## config.mk

```make
export PLATFORM = sky130hd
export DESIGN_NAME = vdu_char_ram_arb_flat
export DESIGN_NICKNAME = d
export VERILOG_FILES = /design/src/rtl/vdu_char_ram_arb_if.sv /design/src/rtl/vdu_char_ram_arb.sv /design/src/flat_wrapper.sv
export SDC_FILE = /design/constraint.sdc
export NUM_CORES = 1
export LEC_CHECK = 0
export ABC_AREA = 1
export ABC_CLOCK_PERIOD_IN_PS = 1780
export BUFFER_PORTS_ARGS = -buffer_cell sky130_fd_sc_hd__buf_2
export CAP_MARGIN = 15
export CORE_UTILIZATION = 46
export CTS_CLUSTER_SIZE = 30
export DETAILED_ROUTE_END_ITERATION = 10
export HOLD_SLACK_MARGIN = 0.12
export PLACE_DENSITY = 0.79
export RECOVER_POWER = 25
export SYNTH_ARGS = -nofsm -noshare
export SYNTH_HDL_FRONTEND = slang
export SYNTH_SLANG_ARGS = --single-unit
```

## constraint.sdc

```tcl
create_clock -name clk -period 1.78 [get_ports clk]
set_clock_uncertainty 0.1 [all_clocks]
set_input_delay 0.178 -clock clk [delete_from_list [all_inputs] [get_ports clk]]
set_output_delay 0.178 -clock clk [all_outputs]
set_load 0.01 [all_outputs]
```

## src/rtl/vdu_char_ram_arb_if.sv

```systemverilog
// +----------------------------------------------------------------------------+
// | Module : vdu_char_ram_arb_if                                               |
// | Brief  : Bundle of display, CPU, clear-engine and RAM signals for the VDU   |
// |          character RAM arbiter.                                             |
// | Rev    : 1.0                                                               |
// +----------------------------------------------------------------------------+
`timescale 1ns/1ps
`default_nettype none

interface vdu_char_ram_arb_if #(
  parameter int ADDR_W = 11,
  parameter int DATA_W = 8
);
  logic              disp_req;
  logic [ADDR_W-1:0] disp_addr;
  logic [DATA_W-1:0] disp_data;
  logic              disp_valid;

  logic              cpu_stb;
  logic              cpu_we;
  logic [ADDR_W-1:0] cpu_addr;
  logic [DATA_W-1:0] cpu_wdata;
  logic [DATA_W-1:0] cpu_rdata;
  logic              cpu_ack;
  logic              cpu_starve;

  logic              clr_start;
  logic [DATA_W-1:0] clr_data;
  logic              clr_busy;
  logic              clr_done;

  logic              ram_we;
  logic [ADDR_W-1:0] ram_addr;
  logic [DATA_W-1:0] ram_wdata;
  logic [DATA_W-1:0] ram_rdata;

  modport slave (
    input  disp_req, disp_addr, cpu_stb, cpu_we, cpu_addr, cpu_wdata,
           clr_start, clr_data, ram_rdata,
    output disp_data, disp_valid, cpu_rdata, cpu_ack, cpu_starve,
           clr_busy, clr_done, ram_we, ram_addr, ram_wdata
  );

  modport master (
    output disp_req, disp_addr, cpu_stb, cpu_we, cpu_addr, cpu_wdata,
           clr_start, clr_data, ram_rdata,
    input  disp_data, disp_valid, cpu_rdata, cpu_ack, cpu_starve,
           clr_busy, clr_done, ram_we, ram_addr, ram_wdata
  );
endinterface

`default_nettype wire

```

## src/rtl/vdu_char_ram_arb.sv

```systemverilog
// +----------------------------------------------------------------------------+
// | Module : vdu_char_ram_arb                                                  |
// | Brief  : Fixed-priority arbiter (display > CPU > clear engine) for the      |
// |          single-port VDU character RAM, with CPU FSM and fill engine.       |
// | Rev    : 1.0                                                               |
// +----------------------------------------------------------------------------+
`timescale 1ns/1ps
`default_nettype none

module vdu_char_ram_arb #(
  parameter int ADDR_W       = 11,
  parameter int DATA_W       = 8,
  parameter int CPU_MAX_WAIT = 15
) (
  input  logic                 clk,
  input  logic                 rst,
  vdu_char_ram_arb_if.slave    bus
);

  typedef enum logic [1:0] {
    S_IDLE    = 2'd0,
    S_RD_WAIT = 2'd1,
    S_ACK     = 2'd2
  } cpu_state_t;

  localparam logic [3:0] c_max_wait = 4'(CPU_MAX_WAIT);

  cpu_state_t        r_state;
  logic [3:0]        r_wait;
  logic              r_disp_valid;
  logic              r_cpu_ack;
  logic              r_starve;
  logic [DATA_W-1:0] r_cpu_rdata;
  logic              r_clr_busy;
  logic              r_clr_done;
  logic [DATA_W-1:0] r_fill;
  logic [ADDR_W-1:0] r_clr_cnt;

  logic              w_cpu_gnt;
  logic              w_clr_gnt;
  logic              w_clr_last;
  logic [3:0]        w_wait_inc;

  assign w_cpu_gnt  = !bus.disp_req && (r_state == S_IDLE) && bus.cpu_stb;
  assign w_clr_gnt  = !bus.disp_req && !w_cpu_gnt && r_clr_busy;
  assign w_clr_last = &r_clr_cnt;
  assign w_wait_inc = (r_wait == 4'hF) ? r_wait : r_wait + 4'd1;

  always_comb begin
    bus.ram_we    = 1'b0;
    bus.ram_addr  = '0;
    bus.ram_wdata = '0;
    if (bus.disp_req) begin
      bus.ram_addr = bus.disp_addr;
    end else if (w_cpu_gnt) begin
      bus.ram_we   = bus.cpu_we;
      bus.ram_addr = bus.cpu_addr;
      if (bus.cpu_we) bus.ram_wdata = bus.cpu_wdata;
    end else if (w_clr_gnt) begin
      bus.ram_we    = 1'b1;
      bus.ram_addr  = r_clr_cnt;
      bus.ram_wdata = r_fill;
    end
  end

  always_ff @(posedge clk) begin
    if (!rst) begin
      r_state      <= S_IDLE;
      r_wait       <= 4'd0;
      r_disp_valid <= 1'b0;
      r_cpu_ack    <= 1'b0;
      r_starve     <= 1'b0;
      r_cpu_rdata  <= '0;
      r_clr_busy   <= 1'b0;
      r_clr_done   <= 1'b0;
      r_fill       <= '0;
      r_clr_cnt    <= '0;
    end else begin
      r_disp_valid <= bus.disp_req;
      r_cpu_ack    <= 1'b0;
      r_clr_done   <= 1'b0;

      case (r_state)
        S_IDLE: begin
          if (w_cpu_gnt) begin
            if (bus.cpu_we) begin
              r_state   <= S_ACK;
              r_cpu_ack <= 1'b1;
            end else begin
              r_state <= S_RD_WAIT;
            end
          end
        end
        S_RD_WAIT: begin
          r_cpu_rdata <= bus.ram_rdata;
          r_cpu_ack   <= 1'b1;
          r_state     <= S_ACK;
        end
        S_ACK:   r_state <= S_IDLE;
        default: r_state <= S_IDLE;
      endcase

      // Only a request stuck in IDLE behind the display counts as blocked.
      if (!bus.cpu_stb || w_cpu_gnt) begin
        r_wait <= 4'd0;
      end else if (r_state == S_IDLE) begin
        r_wait <= w_wait_inc;
        if (w_wait_inc >= c_max_wait) r_starve <= 1'b1;
      end

      if (bus.clr_start && !r_clr_busy) begin
        r_fill     <= bus.clr_data;
        r_clr_cnt  <= '0;
        r_clr_busy <= 1'b1;
      end else if (w_clr_gnt) begin
        r_clr_cnt <= r_clr_cnt + 1'b1;
        if (w_clr_last) begin
          r_clr_busy <= 1'b0;
          r_clr_done <= 1'b1;
        end
      end
    end
  end

  assign bus.disp_valid = r_disp_valid;
  assign bus.disp_data  = bus.ram_rdata;
  assign bus.cpu_ack    = r_cpu_ack;
  assign bus.cpu_rdata  = r_cpu_rdata;
  assign bus.cpu_starve = r_starve;
  assign bus.clr_busy   = r_clr_busy;
  assign bus.clr_done   = r_clr_done;

endmodule

`default_nettype wire

```

## src/flat_wrapper.sv

```systemverilog
// flat-port wrapper written by rule: the top's interface ports become plain ports
module vdu_char_ram_arb_flat 
#(
  parameter int ADDR_W       = 11,
  parameter int DATA_W       = 8,
  parameter int CPU_MAX_WAIT = 15
)
  (clk, rst, bus_disp_req, bus_disp_addr, bus_cpu_stb, bus_cpu_we, bus_cpu_addr, bus_cpu_wdata, bus_clr_start, bus_clr_data, bus_ram_rdata, bus_disp_data, bus_disp_valid, bus_cpu_rdata, bus_cpu_ack, bus_cpu_starve, bus_clr_busy, bus_clr_done, bus_ram_we, bus_ram_addr, bus_ram_wdata);
  vdu_char_ram_arb_if #(.ADDR_W(ADDR_W), .DATA_W(DATA_W)) bus_i ();
  input  logic clk;
  input  logic rst;
  input wire logic [$bits(bus_i.disp_req)-1:0] bus_disp_req;
  input wire logic [$bits(bus_i.disp_addr)-1:0] bus_disp_addr;
  input wire logic [$bits(bus_i.cpu_stb)-1:0] bus_cpu_stb;
  input wire logic [$bits(bus_i.cpu_we)-1:0] bus_cpu_we;
  input wire logic [$bits(bus_i.cpu_addr)-1:0] bus_cpu_addr;
  input wire logic [$bits(bus_i.cpu_wdata)-1:0] bus_cpu_wdata;
  input wire logic [$bits(bus_i.clr_start)-1:0] bus_clr_start;
  input wire logic [$bits(bus_i.clr_data)-1:0] bus_clr_data;
  input wire logic [$bits(bus_i.ram_rdata)-1:0] bus_ram_rdata;
  output wire logic [$bits(bus_i.disp_data)-1:0] bus_disp_data;
  output wire logic [$bits(bus_i.disp_valid)-1:0] bus_disp_valid;
  output wire logic [$bits(bus_i.cpu_rdata)-1:0] bus_cpu_rdata;
  output wire logic [$bits(bus_i.cpu_ack)-1:0] bus_cpu_ack;
  output wire logic [$bits(bus_i.cpu_starve)-1:0] bus_cpu_starve;
  output wire logic [$bits(bus_i.clr_busy)-1:0] bus_clr_busy;
  output wire logic [$bits(bus_i.clr_done)-1:0] bus_clr_done;
  output wire logic [$bits(bus_i.ram_we)-1:0] bus_ram_we;
  output wire logic [$bits(bus_i.ram_addr)-1:0] bus_ram_addr;
  output wire logic [$bits(bus_i.ram_wdata)-1:0] bus_ram_wdata;
  assign bus_i.disp_req = bus_disp_req;
  assign bus_i.disp_addr = bus_disp_addr;
  assign bus_i.cpu_stb = bus_cpu_stb;
  assign bus_i.cpu_we = bus_cpu_we;
  assign bus_i.cpu_addr = bus_cpu_addr;
  assign bus_i.cpu_wdata = bus_cpu_wdata;
  assign bus_i.clr_start = bus_clr_start;
  assign bus_i.clr_data = bus_clr_data;
  assign bus_i.ram_rdata = bus_ram_rdata;
  assign bus_disp_data = bus_i.disp_data;
  assign bus_disp_valid = bus_i.disp_valid;
  assign bus_cpu_rdata = bus_i.cpu_rdata;
  assign bus_cpu_ack = bus_i.cpu_ack;
  assign bus_cpu_starve = bus_i.cpu_starve;
  assign bus_clr_busy = bus_i.clr_busy;
  assign bus_clr_done = bus_i.clr_done;
  assign bus_ram_we = bus_i.ram_we;
  assign bus_ram_addr = bus_i.ram_addr;
  assign bus_ram_wdata = bus_i.ram_wdata;
  vdu_char_ram_arb #(.ADDR_W(ADDR_W), .DATA_W(DATA_W), .CPU_MAX_WAIT(CPU_MAX_WAIT)) u_core (.clk(clk), .rst(rst), .bus(bus_i));
endmodule
```

### Word level (Yosys, flattened, before mapping)

Cells that the tools add are included.

* reductions and logical operators: 19
* mux-type cells: 21
* $lt $le $gt $ge: 1
* add/subtract/negate cells: 2
* eq/ne operators: 3
* bitwise logic cells: 3

Operators by type and width (count)
* $mux 11: 3
* $mux 8: 4
* $add 11x1->11 const B: 1
* $reduce_and 11->1: 1
* $mux 1: 9
* $logic_and 1x1->1: 5
* $add 4x1->4 const B: 1
* $eq 4x4->1 const B: 1
* $ge 4x4->1 const B: 1
* $logic_not 1->1: 4
* $mux 2: 2
* $mux 4: 1
* $pmux 2 s2: 1
* $reduce_bool 2->1: 2
* $reduce_or 2->1: 2
* $not 1->1: 3
* $reduce_and 3->1: 1
* $reduce_or 3->1: 1
* $eq 2x1->1 const B: 1
* $logic_not 2->1: 1
* $ne 2x1->1 const B: 1
* $pmux 1 s2: 1
* $reduce_and 2->1: 1
* $logic_or 1x1->1: 1

* output and inout bits: 41
* flip-flop bits (word level): 38
* bits of input ports: 52
* logic and storage cells: 59

### Depth between registers and ports, before layout

* word-level depth: 9
* depth in mapped cells: 9
* gate-level depth less buffers: 9

### Worst setup path before layout

OpenSTA, ideal clock, no wires.

* kind: register -> output
* start point: register u_core.r_clr_busy (netlist: u_core.bus.clr_busy)
* end point: output port bus_ram_addr[2]
* cell stages (with the launch flop): 7
* required time: 1.502 ns
* buffers on the path: 2
* setup slack: 0.288 ns
* arrival: 1.214 ns
* path through: dfxtp_1 -> inv_1 -> nor2_1 -> nand2_4 -> buf_8 -> buf_6 -> o211ai_1

* longest elaborated chain between the ends: 4

RTL lines
* start: declaration: line vdu_char_ram_arb.sv:34 `logic r_clr_busy;`
* start signal: assignment: line vdu_char_ram_arb.sv:74 `r_clr_busy <= 1'b0;`
* start signal: assignment: line vdu_char_ram_arb.sv:114 `r_clr_busy <= 1'b1;`
* start signal: assignment: line vdu_char_ram_arb.sv:118 `r_clr_busy <= 1'b0;`
* $logic_and 1x1->1: line vdu_char_ram_arb.sv:45 `assign w_clr_gnt = !bus.disp_req && !w_cpu_gnt && r_clr_busy;`
* $mux 11: line vdu_char_ram_arb.sv:59 `end else if (w_clr_gnt) begin`
* $mux 11: line vdu_char_ram_arb.sv:55 `end else if (w_cpu_gnt) begin`
* $mux 11: line vdu_char_ram_arb.sv:53 `if (bus.disp_req) begin`
* end: declaration: line flat_wrapper.sv:29 `output wire logic [$bits(bus_i.ram_addr)-1:0] bus_ram_addr;`

No other way between the ends.

### Final worst setup path

* start point: register u_core.r_state[0]
* end point: output port bus_ram_wdata[3]

* longest elaborated chain between the ends: 9

RTL lines
* start: declaration: line vdu_char_ram_arb.sv:28 `cpu_state_t r_state;`
* start signal: assignment: line vdu_char_ram_arb.sv:68 `r_state <= S_IDLE;`
* start signal: assignment: line vdu_char_ram_arb.sv:87 `r_state <= S_ACK;`
* start signal: assignment: line vdu_char_ram_arb.sv:90 `r_state <= S_RD_WAIT;`
* $logic_not 2->1 (*): line vdu_char_ram_arb.sv:44 `assign w_cpu_gnt = !bus.disp_req && (r_state == S_IDLE) && bus.cpu_stb;`
* $logic_and 1x1->1 (*) (2 in a row): line vdu_char_ram_arb.sv:44
* $logic_not 1->1: line vdu_char_ram_arb.sv:45
* $logic_and 1x1->1 (2 in a row): line vdu_char_ram_arb.sv:45
* $mux 8: line vdu_char_ram_arb.sv:59
* $mux 8 (*): line vdu_char_ram_arb.sv:55
* $mux 8 (*): line vdu_char_ram_arb.sv:53
* end: declaration: line flat_wrapper.sv:30 `output wire logic [$bits(bus_i.ram_wdata)-1:0] bus_ram_wdata;`

Mark *: on every way between the ends. The rest lies on a longest branch, timed or not.

==> metrics <==
status=finished clean; # fillers=336; Final Hold Viols=0; Crit path buffers/inverters=3; I/O pins=93; relative slew slack=0.450; critical path startpoint category=flip-flop; CP Max Fanout=5; Remaining DRCs=0; # H-tree levels=2; DPL Wire Length=3490 µm; DR vias=2173; # rows=23; total global routing overflow=0; initial drt markers=150; pwr/cell area=702 mW/mm²; Nets=448; Seq/Total Area, Yosys=0.384; critical path's largest stage delay=0.34 ns; Final setup violation count=0; maximum number of pins on one net before global-route repair=20; Worst Path Required=1.50 ns; maximum root-to-sink buffer count=2; Slew Limit Fails=0; first-pass GRT wire length=8190 µm; Root Driver=clkbuf_8; ratio of final minimum period to clock period=0.992; CTS tree=yes; leakage power=1.31 nW; Die X=67.6 µm; Mapped Nets=340; Buffers on Ports=92; worst hold path class=in2reg; Die Area=0.00457 mm²; Clock Latency Late Sink=0.29 ns; # diodes=0; initial antenna violation count=0; Detail Route Antenna Nets=0; initial cell density of the core=0.488; Hold Path Depth=3; pre-CTS setup slack=0.184 ns; Worst-path clk slew=0.07 ns; Detailed Route WL=5320 µm; critical path's top delay family=simple AND/OR/NAND/NOR gates; vias in the first global route=1951; RSZ-0062 raised after global routing=yes; Yosys warning count=0; slowest library cell on the worst path=dfxtp_2; Final Critical Period=1.77 ns; GPL Wtd Cong=0.810; Yosys cell types=28; crit path cell chain=nor2_4 > nand3_4 > buf_4 > nor2_4 > a22oi_1 > inv_1 > buf_2; layout cells sized above 1=0.299; fmax=566 MHz; mapped cell area=0.00198 mm²; overall power=1.94 mW; area post-placement=0.00242 mm²; Final WS setup=0.0141 ns; peak supply drop=0.645 mV; post-route cell area=0.00276 mm²; Worst path depth=7; Mapped Cells=286; Critical Path AT=1.49 ns; area delta synth->final=39.3%; critical path class=reg2out; CTS sink cnt=38; synthesized area per cell=6.93 µm²; Yosys reg bits=38; worst hold slack=0.149 ns; wire per inst=11.9 µm; TritonRoute pass-1 iters=4; Worst-Margin Slew=0.824 ns; most frequent CP cell=nor2_4; CORE AREA=0.00406 mm²; number of max-cap violations=0; CTS Buf Count=5; vias per cell=4.88; Die Y=67.6 µm; R2R cell count=6; Worst setup EP type=primary output; Total GRT Usage=0.237
placed cells by master (no fill, tap or decap), drive strengths merged:
| cell | count |
|---|---|
| inv | 39 |
| o211ai | 10 |
| nor3 | 3 |
| a211oi | 3 |
| a21oi | 12 |
| ha | 2 |
| clkbuf | 21 |
| clkinv | 1 |
| dlygate4sd3 | 17 |
| a22oi | 8 |
| nand3 | 12 |
| nand2 | 60 |
| xor2 | 3 |
| nor2 | 58 |
| o21ai | 21 |
| clkinvlp | 1 |
| buf | 85 |
| nand4 | 1 |
| dfxtp | 38 |
metal layers:
| layer | up-vias | part of all wire | track usage |
|---|---|---|---|
| met5 | - | 0 | 0 |
| met4 | 0 | 0.021 | 0.0878 |
| met3 | 11 | 0.069 | 0.0659 |
| met2 | 84 | 0.48 | 0.412 |
| met1 | 956 | 0.43 | 0.273 |
| li1 | 1122 | - | - |
worst reg2reg max path, cell delays in order (launching register included):
cell	delay, ns
dfxtp_1	0.38
ha_1	0.20
nand3_1	0.12
nor3_1	0.37
nand2_2	0.13
nand2_2	0.08
a21oi_2	0.05
cells in the mapped netlist:
library cell   n  area (µm²)
ha_1           2        25.0
a211oi_1       3        22.5
nand4_1        1        6.26
nor2_1        51         191
buf_2          2        10.0
nand2_2        3        18.8
buf_6          2        22.5
clkinv_1       1        3.75
nor2_2         4        25.0
buf_4          8        60.1
nand3_1       11        55.1
nor3_1         3        15.0
a21oi_2        1        8.76
o211ai_1      10        75.1
dfxtp_1       38         761
clkbuf_1       1        3.75
a21oi_1       11        55.1
a22oi_1        8        60.1
o21ai_0       21         105
nand3_4        1        17.5
nor2_4         2        22.5
nand2_1       56         210
xor2_1         3        26.3
buf_8          1        15.0
buf_1          1        3.75
inv_1         35         131
inv_2          5        18.8
nand2_4        1        11.3
kinds of logic after synthesis:
kind of cell               Yosys count  share of synthesized area
AOI/OAI and AO/OA                   54                      0.165
DFF                                 38                      0.384
adders and majority gates            2                     0.0126
and+or+nand+nor                    133                      0.289
xor gates and xnor gates             3                     0.0133
buffers and inverters               56                      0.136
area by class of cell:
type	instances	area, µm²	share of cell area
tap	50	62.6	0.0227
sequential	38	764	0.277
timing repair buffer	115	682	0.247
inverter	41	160	0.0580
multi-input combinational	193	980	0.355
clock buffer	8	110	0.0399
report_power, final:
part / total [mW] / switching (mW) / internal (mW)
clock network: 0.689 / 0.298 / 0.391
registers: 0.903 / 0.0213 / 0.882
logic: 0.343 / 0.184 / 0.159
total: 1.94 / 0.504 / 1.43
flip-flops by register name, summed over array words and instances (netlist names):
signal and cells:
u_core.bus.cpu_ack 1, u_core.bus.cpu_rdata 8, u_core.bus.cpu_starve 1, u_core.bus.clr_busy 1, u_core.r_state 2, u_core.r_wait 4, u_core.bus.clr_done 1, u_core.r_clr_cnt 11
u_core.r_fill 8, u_core.bus.disp_valid 1
final timing paths:
check	from	slack, ns	endpoint
worst max-delay path	u_core.r_state[0]	0.01	bus_ram_wdata[3]
worst min-delay path	bus_disp_req	0.15	u_core.bus.disp_valid
worst max register to register	u_core.r_clr_cnt[1]	0.23	u_core.bus.clr_busy
worst min register to register	u_core.bus.cpu_starve	0.37	u_core.bus.cpu_starve
per-stage QoR:
step / utilization / setup TNS [ns] / cells
2_1_floorplan: - / 0 / 286
3_3_place_gp: 0.595 / 0 / 415
3_5_place_dp: 0.595 / 0 / 415
4_1_cts: 0.670 / 0 / 441
5_1_grt: 0.680 / -0.374 / 445
6_report: 0.680 / 0 / 445
what timing repair did:
item,4_1_cts,5_1_grt
endpoints found under the hold margin,17,0
setup endpoints to repair,20,19
pin swaps,1,1
resized for setup,4,10
hold buffers,17,0
buffers inserted,1,3
cloned,0,1
(Power assumes the default switching activity.)
